**src/rtl/sprite_line_renderer.sv**
```systemverilog
// Per-scanline sprite row fetcher and serialiser: decides coverage on line_start, reads one ROM
// row, then shifts it out on pixel_on starting the cycle after hpos reaches the sprite's left edge.
//
// state   | meaning
// IDLE    | nothing to draw on this line
// FETCH   | ROM read strobe asserted (one cycle)
// CAPTURE | ROM row available, loaded into the shift register
// ARMED   | waiting for hpos to equal the latched sprite_x
// DRAW    | serialising the row, 2^SCALE_LOG2 cycles per sprite pixel
module sprite_line_renderer #(
  parameter int COORD_W    = 10,
  parameter int SCALE_LOG2 = 0
) (
  input  logic               clk,
  input  logic               reset,
  input  logic               enable,
  input  logic               line_start,
  input  logic [COORD_W-1:0] hpos,
  input  logic [COORD_W-1:0] vpos,
  input  logic [COORD_W-1:0] sprite_x,
  input  logic [COORD_W-1:0] sprite_y,
  input  logic [3:0]         sprite_id,
  input  logic [1:0]         sprite_dir,
  output logic               rom_read_enable,
  output logic [3:0]         rom_sprite_ID,
  output logic [1:0]         rom_orientation,
  output logic [2:0]         rom_line_index,
  input  logic [7:0]         rom_data,
  output logic               pixel_on,
  output logic               busy
);

  typedef enum logic [2:0] {IDLE, FETCH, CAPTURE, ARMED, DRAW} state_t;

  localparam logic [COORD_W-1:0] ROW_LIMIT = COORD_W'(8 << SCALE_LOG2);
  localparam logic [2:0]         SUB_MAX   = 3'((1 << SCALE_LOG2) - 1);

  state_t             state_q, state_d;
  logic [3:0]         id_q, id_d;
  logic [1:0]         dir_q, dir_d;
  logic [2:0]         idx_q, idx_d;
  logic [COORD_W-1:0] x_q, x_d;
  logic [7:0]         shreg_q, shreg_d;
  logic [2:0]         pix_q, pix_d;
  logic [2:0]         sub_q, sub_d;

  logic [COORD_W-1:0] row;
  logic               row_hit;
  logic [2:0]         row_idx;

  // Rows above sprite_y wrap to large values and fall outside ROW_LIMIT.
  assign row     = vpos - sprite_y;
  assign row_hit = (row < ROW_LIMIT);
  assign row_idx = 3'(row >> SCALE_LOG2);

  always_comb begin
    state_d = state_q;
    id_d    = id_q;
    dir_d   = dir_q;
    idx_d   = idx_q;
    x_d     = x_q;
    shreg_d = shreg_q;
    pix_d   = pix_q;
    sub_d   = sub_q;

    case (state_q)
      IDLE:    ;
      FETCH:   state_d = CAPTURE;
      CAPTURE: begin
        shreg_d = rom_data;
        state_d = ARMED;
      end
      ARMED: begin
        if (hpos == x_q) begin
          state_d = DRAW;
          pix_d   = 3'd0;
          sub_d   = 3'd0;
        end
      end
      DRAW: begin
        if (sub_q == SUB_MAX) begin
          sub_d   = 3'd0;
          shreg_d = {shreg_q[6:0], 1'b1};
          pix_d   = pix_q + 3'd1;
          if (pix_q == 3'd7) state_d = IDLE;
        end else begin
          sub_d = sub_q + 3'd1;
        end
      end
      default: state_d = IDLE;
    endcase

    // A new scanline overrides whatever was in progress.
    if (line_start) begin
      if (enable && row_hit) begin
        id_d    = sprite_id;
        dir_d   = sprite_dir;
        idx_d   = row_idx;
        x_d     = sprite_x;
        state_d = FETCH;
      end else begin
        state_d = IDLE;
      end
    end
  end

  always_ff @(posedge clk) begin
    if (!reset) begin
      state_q <= IDLE;
      id_q    <= 4'd0;
      dir_q   <= 2'd0;
      idx_q   <= 3'd0;
      x_q     <= '0;
      shreg_q <= 8'hFF;
      pix_q   <= 3'd0;
      sub_q   <= 3'd0;
    end else begin
      state_q <= state_d;
      id_q    <= id_d;
      dir_q   <= dir_d;
      idx_q   <= idx_d;
      x_q     <= x_d;
      shreg_q <= shreg_d;
      pix_q   <= pix_d;
      sub_q   <= sub_d;
    end
  end

  assign rom_read_enable = (state_q == FETCH);
  assign rom_sprite_ID   = id_q;
  assign rom_orientation = dir_q;
  assign rom_line_index  = idx_q;
  assign pixel_on        = (state_q == DRAW) && !shreg_q[7];
  assign busy            = (state_q != IDLE);

endmodule

```
**config.mk**
```make
export PLATFORM = sky130hd
export DESIGN_NAME = sprite_line_renderer
export DESIGN_NICKNAME = d
export VERILOG_FILES = /design/src/rtl/sprite_line_renderer.sv
export SDC_FILE = /design/constraint.sdc
export NUM_CORES = 1
export LEC_CHECK = 0
export ABC_CLOCK_PERIOD_IN_PS = 4900
export BUFFER_PORTS_ARGS = -buffer_cell sky130_fd_sc_hd__buf_2
export CAP_MARGIN = 20
export CORE_MARGIN = 1
export CORE_UTILIZATION = 55
export DETAILED_ROUTE_END_ITERATION = 16
export PLACE_DENSITY = 0.89
export SYNTH_ARGS = -nofsm -noshare
export SYNTH_HDL_FRONTEND = slang
export SYNTH_SLANG_ARGS = --single-unit
export TNS_END_PERCENT = 10
```
**constraint.sdc**
```tcl
create_clock -name clk -period 4.9 [get_ports clk]
set_input_delay 0.49 -clock clk [delete_from_list [all_inputs] [get_ports clk]]
set_output_delay 0.49 -clock clk [all_outputs]
set_load 0.005 [all_outputs]
```
==> results of run 1 <==
[cells by family after synthesis]
group	share of synthesized area
AO/OA/AOI/OAI	0.113
XOR/XNOR	0.0541
adder cells (fa/ha/maj)	0.0805
buffers and inverters	0.0612
flip-flops	0.318
multiplexers	0.0976
AND/OR/NAND/NOR	0.276
[sequential cells by signal, summed over array words and instances, names as in the netlist]
register and flops:
sub_q 3, rom_sprite_ID 4, rom_orientation 2, x_q 10
shreg_q 8, pix_q 3, rom_line_index 3, state_q 3
[power by group]
group / internal [mW] / leakage [nW] / switching (mW)
sequential: 0.295 / 0.291 / 0.00252
combinational: 0.0550 / 0.924 / 0.0654
clock: 0.0964 / 0.0410 / 0.0949
[cell usage in the layout (no fill, tap or decap), types with 10 or more instances in the layout]
master / instances
buf_2: 69
xor2_1: 10
nand2b_1: 10
nand2_1: 58
nor2_1: 20
mux2i_1: 21
inv_1: 16
ha_1: 13
a21oi_1: 10
dfxtp_1: 36
[final cells by class]
type,count,share of cell area
inverters,16,0.0222
clock inverters,1,0.00185
clock buffers,6,0.0268
repair buffers,72,0.136
well taps,48,0.0222
flip-flops and latches,36,0.267
multi-input cells,217,0.524
[Yosys cell counts (3+ instances only)]
| cell | number | share of area |
|---|---|---|
| nand2_1 | 58 | 0.096 |
| dfxtp_1 | 36 | 0.32 |
| mux2i_1 | 21 | 0.093 |
| nor2_1 | 20 | 0.033 |
| inv_1 | 16 | 0.026 |
| ha_1 | 13 | 0.072 |
| a21oi_1 | 10 | 0.022 |
| clkbuf_1 | 10 | 0.017 |
| nand2b_1 | 10 | 0.028 |
| xor2_1 | 10 | 0.039 |
| o21ai_0 | 9 | 0.020 |
| and3_1 | 7 | 0.019 |
| nand3_1 | 7 | 0.015 |
| nor2b_1 | 6 | 0.017 |
| nor4_1 | 4 | 0.011 |
| xnor2_1 | 4 | 0.015 |
| nor3b_1 | 3 | 0.0099 |
[through the flow]
| stage | util | worst slack, ns |
|---|---|---|
| after floorplan | - | 2.31 |
| after global placement | 0.691 | 2.09 |
| after detailed placement | 0.691 | 1.97 |
| after CTS | 0.712 | 2.24 |
| after global routing | 0.712 | 2.08 |
| final | 0.712 | 2.21 |
[metal layers]
layer  vias up  routed length [um]  global-route usage
li1       1087                   -                   -
met1       990                2090               0.262
met2        68                2540               0.450
met3        11                 254              0.0466
met4         0                 116               0.146
met5         -                   0                   0
[how the worst max path moves through the flow]
stage	from	end	slack [ns]
3_3_place_gp	vpos[0]	x_q[9]	2.09
6_report	sprite_y[4]	rom_sprite_ID[2]	2.21
2_1_floorplan	vpos[0]	rom_line_index[0]	2.31
3_5_place_dp	vpos[0]	rom_orientation[0]	1.97
5_1_grt	vpos[0]	x_q[5]	2.08
4_1_cts	vpos[0]	rom_orientation[0]	2.24
[worst max-delay path, cell delays in order]
cell	delay [ns]
buf_2	0.07
inv_1	0.03
ha_1	0.42
nand2_1	0.12
a2111oi_0	0.49
o22ai_1	0.20
xnor2_1	0.21
nor4_4	0.28
buf_4	0.33
mux2i_1	0.24
==> impl_metrics.toml, run 1 <==
[route]
drc = 0
drt-total-wl_mm = 5.00
postRouteAntennaNets = 0
vias_per_cell = 5.44
wl_per_cell_um = 12.6
vias = 2156
first_pass_iters = 4
first_iter_violations = 161

[pwr]
ir_drop_v = 0.000127
totalPowerFinal_mw = 0.609
power.leakage_nw = 1.26
power_density_nw_per_um2 = 225

[synth]
ys_seq_area_frac = 0.318
avgSynthCellArea_um2 = 8.02
synth_flop_cell = "dfxtp_1"
ys_types = 47
synth_edf_count = 0
synthesis.nets = 355
ys_ff_latch = 36
syn-cell-area_um2 = 2270
synth-async-reset-ratio = 0
yosysWarnings = 0
synthCells = 283

[cts]
cts_resized = 0
htreeDepth = 2
cts_buffers = 5
cts_tree = "yes"
clock-root-buffer = "clkbuf_8"
clock_latency_ns = 0.28
cts_setup_buffers = 0
clk_pin_slew_ns = 0.06
cts_hold_buf = 0
clock-sinks = 36
clock_path_buffers = 2

[placement]
port_buffers = 69
hpwl_mm = 3.70
dp_cells = 389
gp_congestion = 0.946
dpl_cell_area_um2 = 2630

[critical_path]
crit_required_ns = 5.10
path_class = "primary input to flip-flop"
rrSetupSlack_ns = 3.08
r2r.worst_path.cells = 8
end_kind = "flip-flop"
reg2reg_from = "sub_q[0]"
cp.arrival_ns = 2.90
r2r_end = "shreg_q[2]"
start_kind = "primary input"
worstPathMaxFanout = 18

[grt]
grt_max_degree = 56
grt_pass1_wl_mm = 8.33
gr-total-overflow = 0
antenna_found_initial = 0
grt_usage = 0.248
grt_pass1_vias = 2069

[min_path]
min_delay_path_depth = 3
whs_endpoint = "rom_sprite_ID[1]"
hp-start = "sprite_id[1]"
hp-class = "primary input to flip-flop"

[cells_and_area]
syn_to_final_growth_pct = 19.2
nFillCells = 294
stdcell_count = 396
multi_input_area_um2 = 1420
ff_latch_area_um2 = 721
fin_nets = 420
layout-drive-gt1-share = 0.247
final_area_um2 = 2700
antenna_cells = 0

[die]
coreArea_um2 = 3800
die_h_um = 66.2
io_pins = 70
start_util = 0.597
num_rows = 22
die_w_um = 66.2
die_area_um2 = 4390

[sta]
period_share = 0.550
setup_violations = 0
slew_viol_final = 0
fmaxAchievable_ghz = 0.371
period_minus_slack_ns = 2.69
tightestPinTransition_ns = 0.853
hold_viol = 0
rsz0062_at_grt = "no"
setup_tns_ns = 0
timing.hold.ws_ns = 0.449
slew_headroom = 0.431
fin_skew_ns = 0.00207

[run]
drv_cap = 0

[outcome]
status = "finished clean"
No activity file was read; power rests on OpenSTA's default activity.
==> run 2, diff against run 1 <==
- ABC_CLOCK_PERIOD_IN_PS: 4900 -> 2350
- CORE_UTILIZATION: 55 -> 46
- PLACE_DENSITY: 0.89 -> 0.8
- clock period: 4.9 -> 2.35 ns (I/O delays scaled with it)
==> run 2 against run 1 <==
  * Total power is 120% higher
  * Clock power increased by 120%
  * Core utilization down 9.4 points
  * First-iteration DRC count decreased by 34%
  * Combinational power rose by 140%
  * Largest cell class unchanged
  * Design area is 8.0% higher
  * Clock skew increased by 0.0045 ns
  * Sequential power rose by 110%
  * Die area rose by 19%
  * Critical path depth is 2 higher
  * Global-route usage decreased by 4.3 points
==> impl_metrics.toml, run 2 (synthesis gave the netlist of run 1 again) <==
[outcome]
status = "finished clean"

[cells_and_area]
largest_reg_flops = 10
layout-drive-gt1-share = 0.301
top_register = "x_q"
final_cell_mix = "buf_2, nand2_1, dfxtp_1"
multi_input_area_um2 = 1440
antenna_cells = 0
nFillCells = 421
mostFrequentLayoutCell = "buf_2"
fin_nets = 437
ff_latch_area_um2 = 721
syn_to_final_growth_pct = 28.7
final_area_um2 = 2920

[sta]
fin_skew_ns = 0.00658
period_minus_slack_ns = 2.25
timing.hold.ws_ns = 0.181
period_share = 0.956
slew_viol_final = 0
tightestPinTransition_ns = 0.706
slew_headroom = 0.529
setup_violations = 0
fmaxAchievable_ghz = 0.445
hold_viol = 0

[grt]
grt_pass1_wl_mm = 8.49
gr-total-overflow = 0
grt_max_degree = 45
grt_pass1_vias = 1997
antenna_found_initial = 0
grt_usage = 0.205

[cts]
cts_buffers = 5
clock_path_buffers = 2
clock_latency_ns = 0.29
cts_hold_buf = 0
htreeDepth = 2
clock-root-buffer = "clkbuf_8"
clock-sinks = 36
clk_pin_slew_ns = 0.07
cts_tree = "yes"

[placement]
hpwl_mm = 3.85
gp_congestion = 0.890
port_buffers = 69
dpl_cell_area_um2 = 2780

[route]
wl_per_cell_um = 12.1
vias_per_cell = 4.95
vias = 2145
first_iter_violations = 107
drc = 0
first_pass_iters = 4
postRouteAntennaNets = 0
drt-total-wl_mm = 5.23

[critical_path]
start_kind = "primary input"
cp_top_family = "buffers and inverters"
crit_path_cell_trace = "buf_2 > inv_1 > ha_1 > nand2b_1 > a2111oi_1 > buf_4 > o22ai_1 > xnor2_1 > nor4_4 > buf_4 > clkbuf_16 > mux2i_1"
cpMostUsedCell = "buf_4"
end_kind = "flip-flop"
cp_slowest_cell = "a2111oi_1"
worstPathMaxFanout = 9
crit_required_ns = 2.56
path_buf_inv = 5
path_class = "primary input to flip-flop"
slowest_delay_ns = 0.46
cp.arrival_ns = 2.46

[min_path]
hp-class = "primary input to flip-flop"

[die]
die_h_um = 72.2
die_w_um = 72.2
io_pins = 70
coreArea_um2 = 4720
die_area_um2 = 5220
start_util = 0.480
num_rows = 25

[run]
drv_cap = 0

[pwr]
ir_drop_v = 0.000253
power.leakage_nw = 1.36
power_density_nw_per_um2 = 457
run 2: cell types whose count changed in the layout (fill, tap and decap cells not counted), sizes merged:
cell,change
clkinv,+2
buf,+16
run 2: timing repair:
action,in CTS,in global routing
hold endpoints to repair,0,0
setup buffers,0,1
endpoints found under the setup margin,0,20
resized for setup,0,7
run 2: area by class of cell:
| cell class | instances | share of cell area |
|---|---|---|
| repair buffers | 89 | 0.180 |
| multi-input cells | 217 | 0.494 |
| well taps | 67 | 0.0287 |
| flip-flops and latches | 36 | 0.247 |
| clock inverters | 3 | 0.00643 |
| clock buffers | 5 | 0.0236 |
| inverters | 16 | 0.0206 |
run 2: tightest hold or removal path: cells and delay by family:
| kind | cells | cell delay [ns] |
|---|---|---|
| simple gates | 1 | 0.04 |
| mux | 1 | 0.05 |
| buf+inv | 1 | 0.09 |
run 2: report_power, final:
group / total [mW] / internal [mW] / switching (mW)
clock: 0.426 / 0.206 / 0.220
combinational: 0.288 / 0.143 / 0.145
sequential: 0.620 / 0.615 / 0.00488
total: 1.33 / 0.964 / 0.370
run 2: path summary, 6_finish.rpt:
check | startpoint | endpoint | slack, ns | depth (start not counted)
worst min register to register | rom_line_index[1] | rom_line_index[1] | 0.46 | 2
worst max register to register | sub_q[0] | shreg_q[6] | 0.50 | 8
worst max-delay path | vpos[0] | x_q[7] | 0.10 | 12
worst min-delay path | sprite_x[0] | x_q[0] | 0.18 | 3
run 2: stage by stage:
stage	power (mW)	utilization	std cells	setup slack, ns	TNS [ns]
6_report	1.33	0.618	433	0.103	0
5_1_grt	1.42	0.618	433	-0.0673	-0.952
4_1_cts	1.34	0.606	431	0.112	0
3_5_place_dp	0.911	0.588	423	-0.202	-2.98
3_3_place_gp	0.905	0.588	423	-0.0877	-1.41
2_1_floorplan	0.793	-	283	0.0192	0
run 2: routing by layer:
metal  vias up  wire length [um]  GRT usage
met4         0                80     0.0763
met5         -                 0          0
met2        53              2710      0.364
met3         9               181     0.0389
met1       958              2260      0.245
li1       1125                 -          -
